**config.mk**
```make
export PLATFORM = sky130hd
export DESIGN_NAME = tick_monitor
export DESIGN_NICKNAME = d
export VERILOG_FILES = /design/src/rtl/tick_pkg.sv /design/src/rtl/tick_window.sv /design/src/rtl/tick_monitor.sv
export SDC_FILE = /design/constraint.sdc
export NUM_CORES = 1
export LEC_CHECK = 0
export CORE_ASPECT_RATIO = 2
export CORE_UTILIZATION = 55
export CTS_CLUSTER_DIAMETER = 120
export DETAILED_ROUTE_END_ITERATION = 6
export GPL_TIMING_DRIVEN = 1
export HOLD_SLACK_MARGIN = 0.03
export PLACE_DENSITY = 0.76
export SLEW_MARGIN = 20
export SYNTH_ARGS = -nofsm -noshare
export SYNTH_HDL_FRONTEND = slang
export SYNTH_SLANG_ARGS = --single-unit
```
**constraint.sdc**
```tcl
create_clock -name clk -period 4.4 [get_ports clk]
set_clock_uncertainty 0.15 [all_clocks]
set_input_delay 0.88 -clock clk [delete_from_list [all_inputs] [get_ports clk]]
set_output_delay 0.88 -clock clk [all_outputs]
set_load 0.02 [all_outputs]
```
**src/rtl/tick_pkg.sv**
```systemverilog
// tick_pkg
// Shared definitions for the tick generator / tick monitor pair.
//   tick_state_t : monitor FSM states
//   TICK_PERIOD  : default nominal tick spacing (generator N=5000 -> N+1)
//   TICK_TOL     : default allowed deviation either side of the period
//   cnt_width()  : bits needed to hold 0..max_val
package tick_pkg;

  typedef enum logic [1:0] {
    IDLE   = 2'd0,
    TRACK  = 2'd1,
    LOCKED = 2'd2,
    ALARM  = 2'd3
  } tick_state_t;

  localparam int unsigned TICK_PERIOD = 5001;
  localparam int unsigned TICK_TOL    = 2;

  function automatic int unsigned cnt_width(input int unsigned max_val);
    return (max_val < 1) ? 1 : $clog2(max_val + 1);
  endfunction

endpackage

```
**src/rtl/tick_window.sv**
```systemverilog
// tick_window
// Gap counter and tolerance-window decode for the tick monitor.
// Ports:
//   clk      : clock
//   rst      : asynchronous reset, active low
//   run      : monitoring active (not IDLE, no clear this cycle)
//   tick_acc : accepted tick this cycle (tick and no clear)
//   good     : comb, tick inside [PERIOD-TOL, PERIOD+TOL]
//   early    : comb, tick before PERIOD-TOL
//   late     : comb, window closed at PERIOD+TOL without a tick
module tick_window
  import tick_pkg::*;
#(
  parameter int unsigned PERIOD = TICK_PERIOD,
  parameter int unsigned TOL    = TICK_TOL,
  parameter int unsigned CBITS  = 13
) (
  input  logic clk,
  input  logic rst,
  input  logic run,
  input  logic tick_acc,
  output logic good,
  output logic early,
  output logic late
);

  localparam logic [CBITS-1:0] G_LO     = CBITS'(PERIOD - TOL);
  localparam logic [CBITS-1:0] G_HI     = CBITS'(PERIOD + TOL);
  // After a late event the missing tick is assumed to have landed at
  // PERIOD, so the next cycle sits TOL+1 past that virtual tick.
  localparam logic [CBITS-1:0] G_RELOAD = CBITS'(TOL + 1);
  // g is the current cycle's distance from the last tick. The tick
  // cycle itself is distance 0, so the register restarts at 1.
  localparam logic [CBITS-1:0] G_START  = CBITS'(1);

  logic [CBITS-1:0] g;

  always_comb begin
    good  = run & tick_acc & (g >= G_LO) & (g <= G_HI);
    early = run & tick_acc & (g < G_LO);
    late  = run & ~tick_acc & (g == G_HI);
  end

  always_ff @(posedge clk or negedge rst) begin
    if (!rst) begin
      g <= '0;
    end else if (tick_acc) begin
      g <= G_START;
    end else if (run) begin
      g <= late ? G_RELOAD : g + CBITS'(1);
    end
  end

endmodule

```
**src/rtl/tick_monitor.sv**
```systemverilog
// tick_monitor
// Checks that upstream tick pulses arrive at PERIOD +/- TOL cycles,
// reports lock, early/late pulses and a sticky alarm after repeated misses.
// Optional build macro TICK_MONITOR_STATS_EN adds early_cnt/late_cnt.
// Ports:
//   clk       : clock
//   rst       : asynchronous reset, active low
//   tick      : one-cycle pulse from the tick generator
//   clr       : synchronous clear to IDLE, drops alarm (wins over tick)
//   locked    : high while LOCKED
//   early     : one-cycle pulse, tick arrived before the window
//   late      : one-cycle pulse, window closed with no tick
//   alarm     : sticky, cleared by clr or reset
//   good_cnt  : wrapping count of in-window ticks (not cleared by clr)
//   early_cnt : (stats build) saturating early count
//   late_cnt  : (stats build) saturating late count
//
// state  | meaning
// IDLE   | waiting for first tick, gap counter frozen
// TRACK  | monitoring, not yet LOCK_N consecutive good ticks
// LOCKED | LOCK_N consecutive good ticks seen
// ALARM  | MISS_MAX consecutive misses seen, exit only via clr
module tick_monitor
  import tick_pkg::*;
#(
  parameter int unsigned PERIOD   = TICK_PERIOD,
  parameter int unsigned TOL      = TICK_TOL,
  parameter int unsigned CBITS    = 13,
  parameter int unsigned LOCK_N   = 4,
  parameter int unsigned MISS_MAX = 3
) (
  input  logic        clk,
  input  logic        rst,
  input  logic        tick,
  input  logic        clr,
  output logic        locked,
  output logic        early,
  output logic        late,
  output logic        alarm,
`ifdef TICK_MONITOR_STATS_EN
  output logic [7:0]  early_cnt,
  output logic [7:0]  late_cnt,
`endif
  output logic [15:0] good_cnt
);

  localparam int unsigned KBITS = cnt_width(LOCK_N);
  localparam int unsigned MBITS = cnt_width(MISS_MAX);
  localparam logic [KBITS-1:0] K_MAX = KBITS'(LOCK_N);
  localparam logic [MBITS-1:0] M_MAX = MBITS'(MISS_MAX);

  tick_state_t      state;
  logic [KBITS-1:0] k, k_nxt;
  logic [MBITS-1:0] m, m_nxt;
  logic             run, tick_acc, miss;
  logic             win_good, win_early, win_late;

  assign tick_acc = tick & ~clr;
  assign run      = (state != IDLE) & ~clr;
  assign miss     = win_early | win_late;

  tick_window #(
    .PERIOD(PERIOD),
    .TOL   (TOL),
    .CBITS (CBITS)
  ) u_window (
    .clk     (clk),
    .rst     (rst),
    .run     (run),
    .tick_acc(tick_acc),
    .good    (win_good),
    .early   (win_early),
    .late    (win_late)
  );

  always_comb begin
    k_nxt = k;
    m_nxt = m;
    if (miss) begin
      k_nxt = '0;
      if (m != M_MAX) m_nxt = m + MBITS'(1);
    end else if (win_good) begin
      m_nxt = '0;
      if (k != K_MAX) k_nxt = k + KBITS'(1);
    end
  end

  always_ff @(posedge clk or negedge rst) begin
    if (!rst) begin
      state    <= IDLE;
      k        <= '0;
      m        <= '0;
      locked   <= 1'b0;
      alarm    <= 1'b0;
      early    <= 1'b0;
      late     <= 1'b0;
      good_cnt <= '0;
    end else if (clr) begin
      state  <= IDLE;
      k      <= '0;
      m      <= '0;
      locked <= 1'b0;
      alarm  <= 1'b0;
      early  <= 1'b0;
      late   <= 1'b0;
    end else begin
      k     <= k_nxt;
      m     <= m_nxt;
      early <= win_early;
      late  <= win_late;
      if (win_good) good_cnt <= good_cnt + 16'd1;
      case (state)
        IDLE: begin
          if (tick_acc) state <= TRACK;
        end
        TRACK: begin
          if (miss && m_nxt == M_MAX) begin
            state <= ALARM;
            alarm <= 1'b1;
          end else if (win_good && k_nxt == K_MAX) begin
            state  <= LOCKED;
            locked <= 1'b1;
          end
        end
        LOCKED: begin
          if (miss) begin
            locked <= 1'b0;
            if (m_nxt == M_MAX) begin
              state <= ALARM;
              alarm <= 1'b1;
            end else begin
              state <= TRACK;
            end
          end
        end
        ALARM: begin
          state <= ALARM;
        end
        default: begin
          state  <= IDLE;
          locked <= 1'b0;
          alarm  <= 1'b0;
        end
      endcase
    end
  end

`ifdef TICK_MONITOR_STATS_EN
  always_ff @(posedge clk or negedge rst) begin
    if (!rst) begin
      early_cnt <= '0;
      late_cnt  <= '0;
    end else if (clr) begin
      early_cnt <= '0;
      late_cnt  <= '0;
    end else begin
      if (win_early && early_cnt != 8'hFF) early_cnt <= early_cnt + 8'd1;
      if (win_late && late_cnt != 8'hFF) late_cnt <= late_cnt + 8'd1;
    end
  end
`endif

endmodule

```
# Word level (Yosys, flattened, before mapping)

Index checks and enable logic that the tools add are counted.

Bits in registers: 40
Output and inout port bits: 20
Logic and storage cells: 82

Reductions and logical operators: 10
Eq/ne operators: 15
$add $sub $neg: 4
$lt $le $gt $ge: 3
Bitwise gates (word level): 11
Muxes and demuxes: 30

Operators with widths:

| cell                    | count |
|---|---|
| $mux W13                | 3 |
| $mux W2                 | 10 |
| $ne A3 B3 Y1 const B    | 6 |
| $add A16 B1 Y16 const B | 1 |
| $add A13 B1 Y13 const B | 1 |
| $eq A13 B13 Y1 const B  | 1 |
| $ge A13 B13 Y1 const B  | 1 |
| $le A13 B13 Y1 const B  | 1 |
| $lt A13 B13 Y1 const B  | 1 |
| $mux W3                 | 4 |
| $mux W1                 | 10 |
| $and A1 B1 Y1           | 8 |
| $pmux W2 S4             | 1 |
| $reduce_and A4 Y1       | 2 |
| $eq A2 B2 Y1 const B    | 3 |
| $ne A4 B4 Y1 const B    | 1 |
| $pmux W1 S2             | 2 |
| $reduce_bool A2 Y1      | 2 |
| $add A3 B1 Y3 const B   | 1 |
| $eq A3 B3 Y1 const B    | 1 |
| $ne A3 B2 Y1 const B    | 1 |
| $reduce_and A3 Y1       | 1 |
| $reduce_bool A3 Y1      | 1 |
| $add A2 B1 Y2 const B   | 1 |
| other kinds (7)         | 9 |

# Logic depth before layout (Yosys ltp)

Word-level depth: 13
Gate-level depth with buffers: 9
Mapped depth without buffers: 7

# Modules after synthesis

A second synthesis with hierarchy kept.

Cells, all modules: 216
Area total of the unflattened synthesis: 2184.6 µm²

Modules (own cells, without submodules):

| module       | times used | area an instance (µm²) | sequential area each (µm²) | cells an instance |
|---|---|---|---|---|
| tick_monitor | 1          | 1287.5                 | 675.6                      | 117 |
| tick_window  | 1          | 897.1                  | 325.3                      | 99 |

# Worst setup path before layout

Ideal clock, no wire load.

Kind: flip-flop to flip-flop
From: register u_window.g[6]
To: register k[0]
Arrival time: 2365 ps
Setup slack: 1807 ps
Stages on the path, launching flop included: 8
Clock period less this slack: 2593 ps
Buffers on the path: 2
Data required time: 4172 ps
Library setup time: 78 ps
Cell sequence: dfrtp_1 > or4_1 > or4_1 > buf_2 > a221o_1 > buf_6 > or3_1 > a21oi_1

Longest elaborated chain between the ends: 6

Ends and longest elaborated chain:

| item                        | line                | RTL |
|---|---|---|
| from (decl)                 | tick_window.sv:36   | `logic [CBITS-1:0] g;` |
| from (signal assigned)      | tick_window.sv:50   | `g <= late ? G_RELOAD : g + CBITS'(1);` |
| $ge A13 B13 Y1              | tick_window.sv:39   | `good = run & tick_acc & (g >= G_LO) & (g <= G_HI);` |
| $and A1 B1 Y1 (2 in series) | tick_window.sv:39   |  |
| $mux W3                     | tick_monitor.sv:82  | `end else if (win_good) begin` |
| $mux W3 *                   | tick_monitor.sv:79  | `if (miss) begin` |
| $mux W3 *                   | tick_monitor.sv:98  | `end else if (clr) begin` |
| to (signal assigned)        | tick_monitor.sv:107 | `k <= k_nxt;` |
| to (decl)                   | tick_monitor.sv:53  | `logic [KBITS-1:0] k, k_nxt;` |

Mark *: on every way between the ends. The rest lies on a longest branch, timed or not.
A chain may end at the register's enable or synchronous reset.

# Worst setup path in the final report

From: input port clr
To: register state[1]

Longest elaborated chain between the ends: 12

Ends and longest elaborated chain:

| item                                                  | line                                                    | RTL |
|---|---|---|
| from (decl)                                           | tick_monitor.sv:35                                      | `input logic clr,` |
| $not A1 Y1 (no source line)                           | -                                                       |  |
| $and A1 B1 Y1, on equally long branches               | tick_monitor.sv:59, tick_monitor.sv:58                  |  |
| $and A1 B1 Y1 or $not A1 Y1 (tied branches)           | tick_window.sv:39, tick_window.sv:40, tick_window.sv:41 |  |
| $and A1 B1 Y1, on equally long branches (2 in series) | tick_window.sv:39, tick_window.sv:41                    |  |
| $mux W2 or $or A1 B1 Y1 (tied branches)               | tick_monitor.sv:82, tick_monitor.sv:60                  |  |
| $mux W2                                               | tick_monitor.sv:79                                      |  |
| $eq A2 B2 Y1                                          | tick_monitor.sv:117, tick_monitor.sv:128                |  |
| $mux W2 or $logic_and A1 B1 Y1 (tied branches)        | tick_monitor.sv:128, tick_monitor.sv:117                |  |
| $mux W2, on equally long branches                     | tick_monitor.sv:126, tick_monitor.sv:117                |  |
| $pmux W2 S4                                           | tick_monitor.sv:112                                     | `case (state)` |
| $mux W2                                               | tick_monitor.sv:98                                      |  |
| to (signal assigned)                                  | tick_monitor.sv:99                                      | `state <= IDLE;` |
| to (signal assigned)                                  | tick_monitor.sv:114                                     | `if (tick_acc) state <= TRACK;` |
| to (signal assigned)                                  | tick_monitor.sv:129                                     | `state <= ALARM;` |
| to (decl)                                             | tick_monitor.sv:52                                      | `tick_state_t state;` |

Several ways; a longest one is shown, not always the timed one. The select of a mux whose other input is x is not followed.

==> metrics.md <==
| Metric | Value |
|---|---|
| Status | finished clean |
| Worst r2r dst | k[0] |
| Die width | 46.2 um |
| Clock sinks | 40 |
| Die Ht | 90.4 um |
| CP peak stage delay | 0.59 ns |
| Asr flop ratio synth | 100% |
| Final worst path period need | 2.98 ns |
| Lkg Pwr | 1.14 nW |
| Fin crit share | 67.8% |
| Initial DRC Count | 42 |
| Clock latency on the worst-skew pair | 0.29 ns |
| WL per Instance | 14.6 um |
| Vias in the first global route | 1,637 |
| Ys Warns | 0 |
| Largest net degree at the start of global routing | 41 |
| Vias per cell | 5.84 |
| Worst R2R Path Depth | 5 |
| Hold_ws | 0.319 ns |
| Max VDD drop | 249 uV |
| Switching pwr | 0.183 mW |
| Clk slew on worst S/H paths | 0.08 ns |
| Routed Antenna Nets | 0 |
| Final Hold Fails | 0 |
| Tightest Hold Check Type | reg2reg |
| Critical path startpoint category | primary input |
| Initial antenna violation count | 0 |
| Place WS | 1.13 ns |
| Switch share | 24.3% |
| RSZ-0062 raised after global routing | false |
| First-pass GRT wire length | 7.50 mm |
| Comb power frac | 7.6% |
| # DRC | 0 |
| Worst Setup EP | state[1] |
| Die ar. | 4170 um2 |
| Synthesis-to-finish area growth | 16.0% |
| Site Rows | 31 |
| CP endpoint kind | flip-flop |
| Post-Syn Instances | 231 |
| Seq pwr share | 53.0% |
| Syn avg cell area | 9.29 um2 |
| Share of the synthesized area in the top cell type | 46.6% |
| Worst-Margin Slew | 0.874 ns |
| Grt met1 use | 27.8% |
| Gpl congestion | 0.850 |
| Vias | 1,753 |
| 1st-pass router iterations | 4 |
| Layout cell share with drive strength beyond 1 | 7.17% |
| Post-synth EDFFs | 0 |
| Fin Setup TNS | 0 ns |
| Initial Utilization | 58.3% |
| Synthesized net count | 239 |
| Hold buffers post-CTS | 0 |
| Critical path arrival | 3.00 ns |
| Global route total overflow | 0 |
| Detailed Place HPWL | 3.15 mm |
| CTS tree | done |
| Worst Path Required | 4.42 ns |
| Unique cell type count in the Yosys netlist | 40 |
| # IOs | 24 |
| PostCTS Resize Cnt | 0 |
| Fmax | 335 MHz |
| Slew headroom | 41.7% |
| Root Driver | clkbuf_8 |
| Power per Cell Area | 302 nW/um2 |
| Final net count | 258 |
| Met2 global-route usage | 41.9% |
| Setup WS post-layout | 1.42 ns |
| Mapped Area | 2150 um2 |
| Reg-to-reg slack, setup | 1.48 ns |
| P_int | 0.568 mW |
| Register area share after synthesis | 46.6% |
| PortBufs | 23 |
| Met3 usage | 3.60% |
| RR Startpoint | u_window.g[6] |
| Maximum root-to-sink buffer count | 2 |
| Dominant synthesized flop cell | dfrtp_1 |
| Final setup violation count | 0 |
| Worst-path fanout max | 9 |
| Post-CTS Setup Repair Bufs | 0 |
| Top cells by area, synth | dfrtp_1, xor2_1, nand2_1 |
| Max H-tree Level | 2 |
| GR Util All Layers | 24.1% |
| Worst hold start | good_cnt[15] |
| Grt peak-use layer | met2 |
| Max Cap Violations | 0 |
| WL final | 4.39 mm |
| Leading area contributor after synthesis | dfrtp_1 |
| Chain of cells forming the critical path | clkdlybuf4s50_1, o21ba_2, nand2_1, nor3b_1, nor2_1, and3_1, o311a_1 |
| CTS Buf Count | 5 |
| CP max-delay cell | clkdlybuf4s50_1 |
| CP startpoint | clr |
| Setup CP Type | in2reg |
| Flops & latches, synth | 40 |
| Inserted Diodes | 0 |
| Core area | 3680 um2 |
| Fin. max-slew vios | 0 |
| Clk network pwr share | 39.4% |
-- sequential cells by signal (all words and copies together) (netlist names) --
name,flops
good_cnt,16
u_window.g,13
k,3
m,2
state,2
alarm,1
early,1
late,1
locked,1
-- power groups by stage --
stage	clock [mW]	combinational, mW	sequential (mW)
2_1_floorplan	0	0.0408	0.396
3_3_place_gp	0	0.0564	0.404
3_5_place_dp	0	0.0561	0.405
4_1_cts	0.304	0.0573	0.398
5_1_grt	0.317	0.0633	0.400
6_report	0.296	0.0569	0.398
-- cell families after synthesis --
group	count (synthesis)	share of synthesized area, %
AOI/OAI and AO/OA	52	16.0
xor gates and xnor gates	18	7.34
adders and majority gates	4	2.33
buffers and inverters	20	4.31
DFF	40	46.6
and+or+nand+nor	97	23.4
-- metrics by stage --
stage / cells / util, % / total power, mW / cell area (um2)
6_report: 300 / 67.6 / 0.751 / 2490
4_1_cts: 300 / 67.6 / 0.759 / 2490
3_3_place_gp: 292 / 64.6 / 0.461 / 2380
5_1_grt: 300 / 67.6 / 0.781 / 2490
2_1_floorplan: 231 / - / 0.437 / 2150
3_5_place_dp: 292 / 64.6 / 0.461 / 2380
-- worst min path at each step --
stage / slack (ns) / cells after the start / to
floorplan: 0.32 / 1 / u_window.g[8]
global placement: 0.31 / 1 / good_cnt[15]
detailed placement: 0.31 / 1 / good_cnt[15]
CTS: 0.32 / 1 / good_cnt[15]
global route: 0.34 / 1 / good_cnt[15]
finish: 0.32 / 1 / good_cnt[15]
-- Yosys cell counts, types with 2 or more instances --
cell      number
xor2_1        13
o21ai_0       20
dfrtp_1       40
inv_1          8
nand3_1        9
a211oi_1       3
nor3b_1        3
nor3_2         3
and2_1         2
a21oi_1        7
or4_1          2
nand4_1        5
or2_2          2
a311oi_1       2
nor2b_1        2
a21o_1         2
or3_1          2
nand2b_1       3
nor2_1        15
nand2_1       28
clkbuf_1       7
a31oi_1        3
xnor2_1        5
buf_2          2
nor3_1         8
o31ai_1        7
and3_1        11
buf_6          2
ha_1           4
-- cell usage in the layout (no fill, tap or decap), types with 2 or more instances in the layout --
cell type        count
xor2_1              13
a211oi_1             3
nor3_2               3
nand3_1              9
nand4_1              5
and3_1              11
o21ai_0             20
nand2_1             28
nor2_1              15
a21o_1               2
dfrtp_1             40
a311oi_1             2
a31oi_1              3
a21oi_1              7
clkdlybuf4s50_1     22
inv_1                8
ha_1                 4
or3_1                2
xnor2_1              5
clkbuf_8             5
o31ai_1              7
or4_1                2
nand2b_1             3
or2_2                2
nor3b_1              3
nor2b_1              2
and2_1               2
nor3_1               8
-- area by class of cell --
class | instances | area, um2
fill | 308 | 1190
multi-input combinational | 171 | 1050
sequential | 40 | 1000
timing repair buffer | 24 | 233
clock buffer | 5 | 68.8
tap | 49 | 61.3
clock inverter | 3 | 42.5
inverter | 8 | 30.0
-- worst max-delay path, delay by kind of cell --
family	cells	cell delay [ns]
AND/OR/NAND/NOR	4	0.83
AO/OA/AOI/OAI	2	0.69
buffers and inverters	1	0.59
-- routing by layer --
metal  vias up  part of all wire (%)
met5         -                     0
met4         0                   1.5
met3         6                   2.8
met2        42                    56
met1       848                    39
li1        857                     -
No activity file was read; power rests on OpenSTA's default activity.
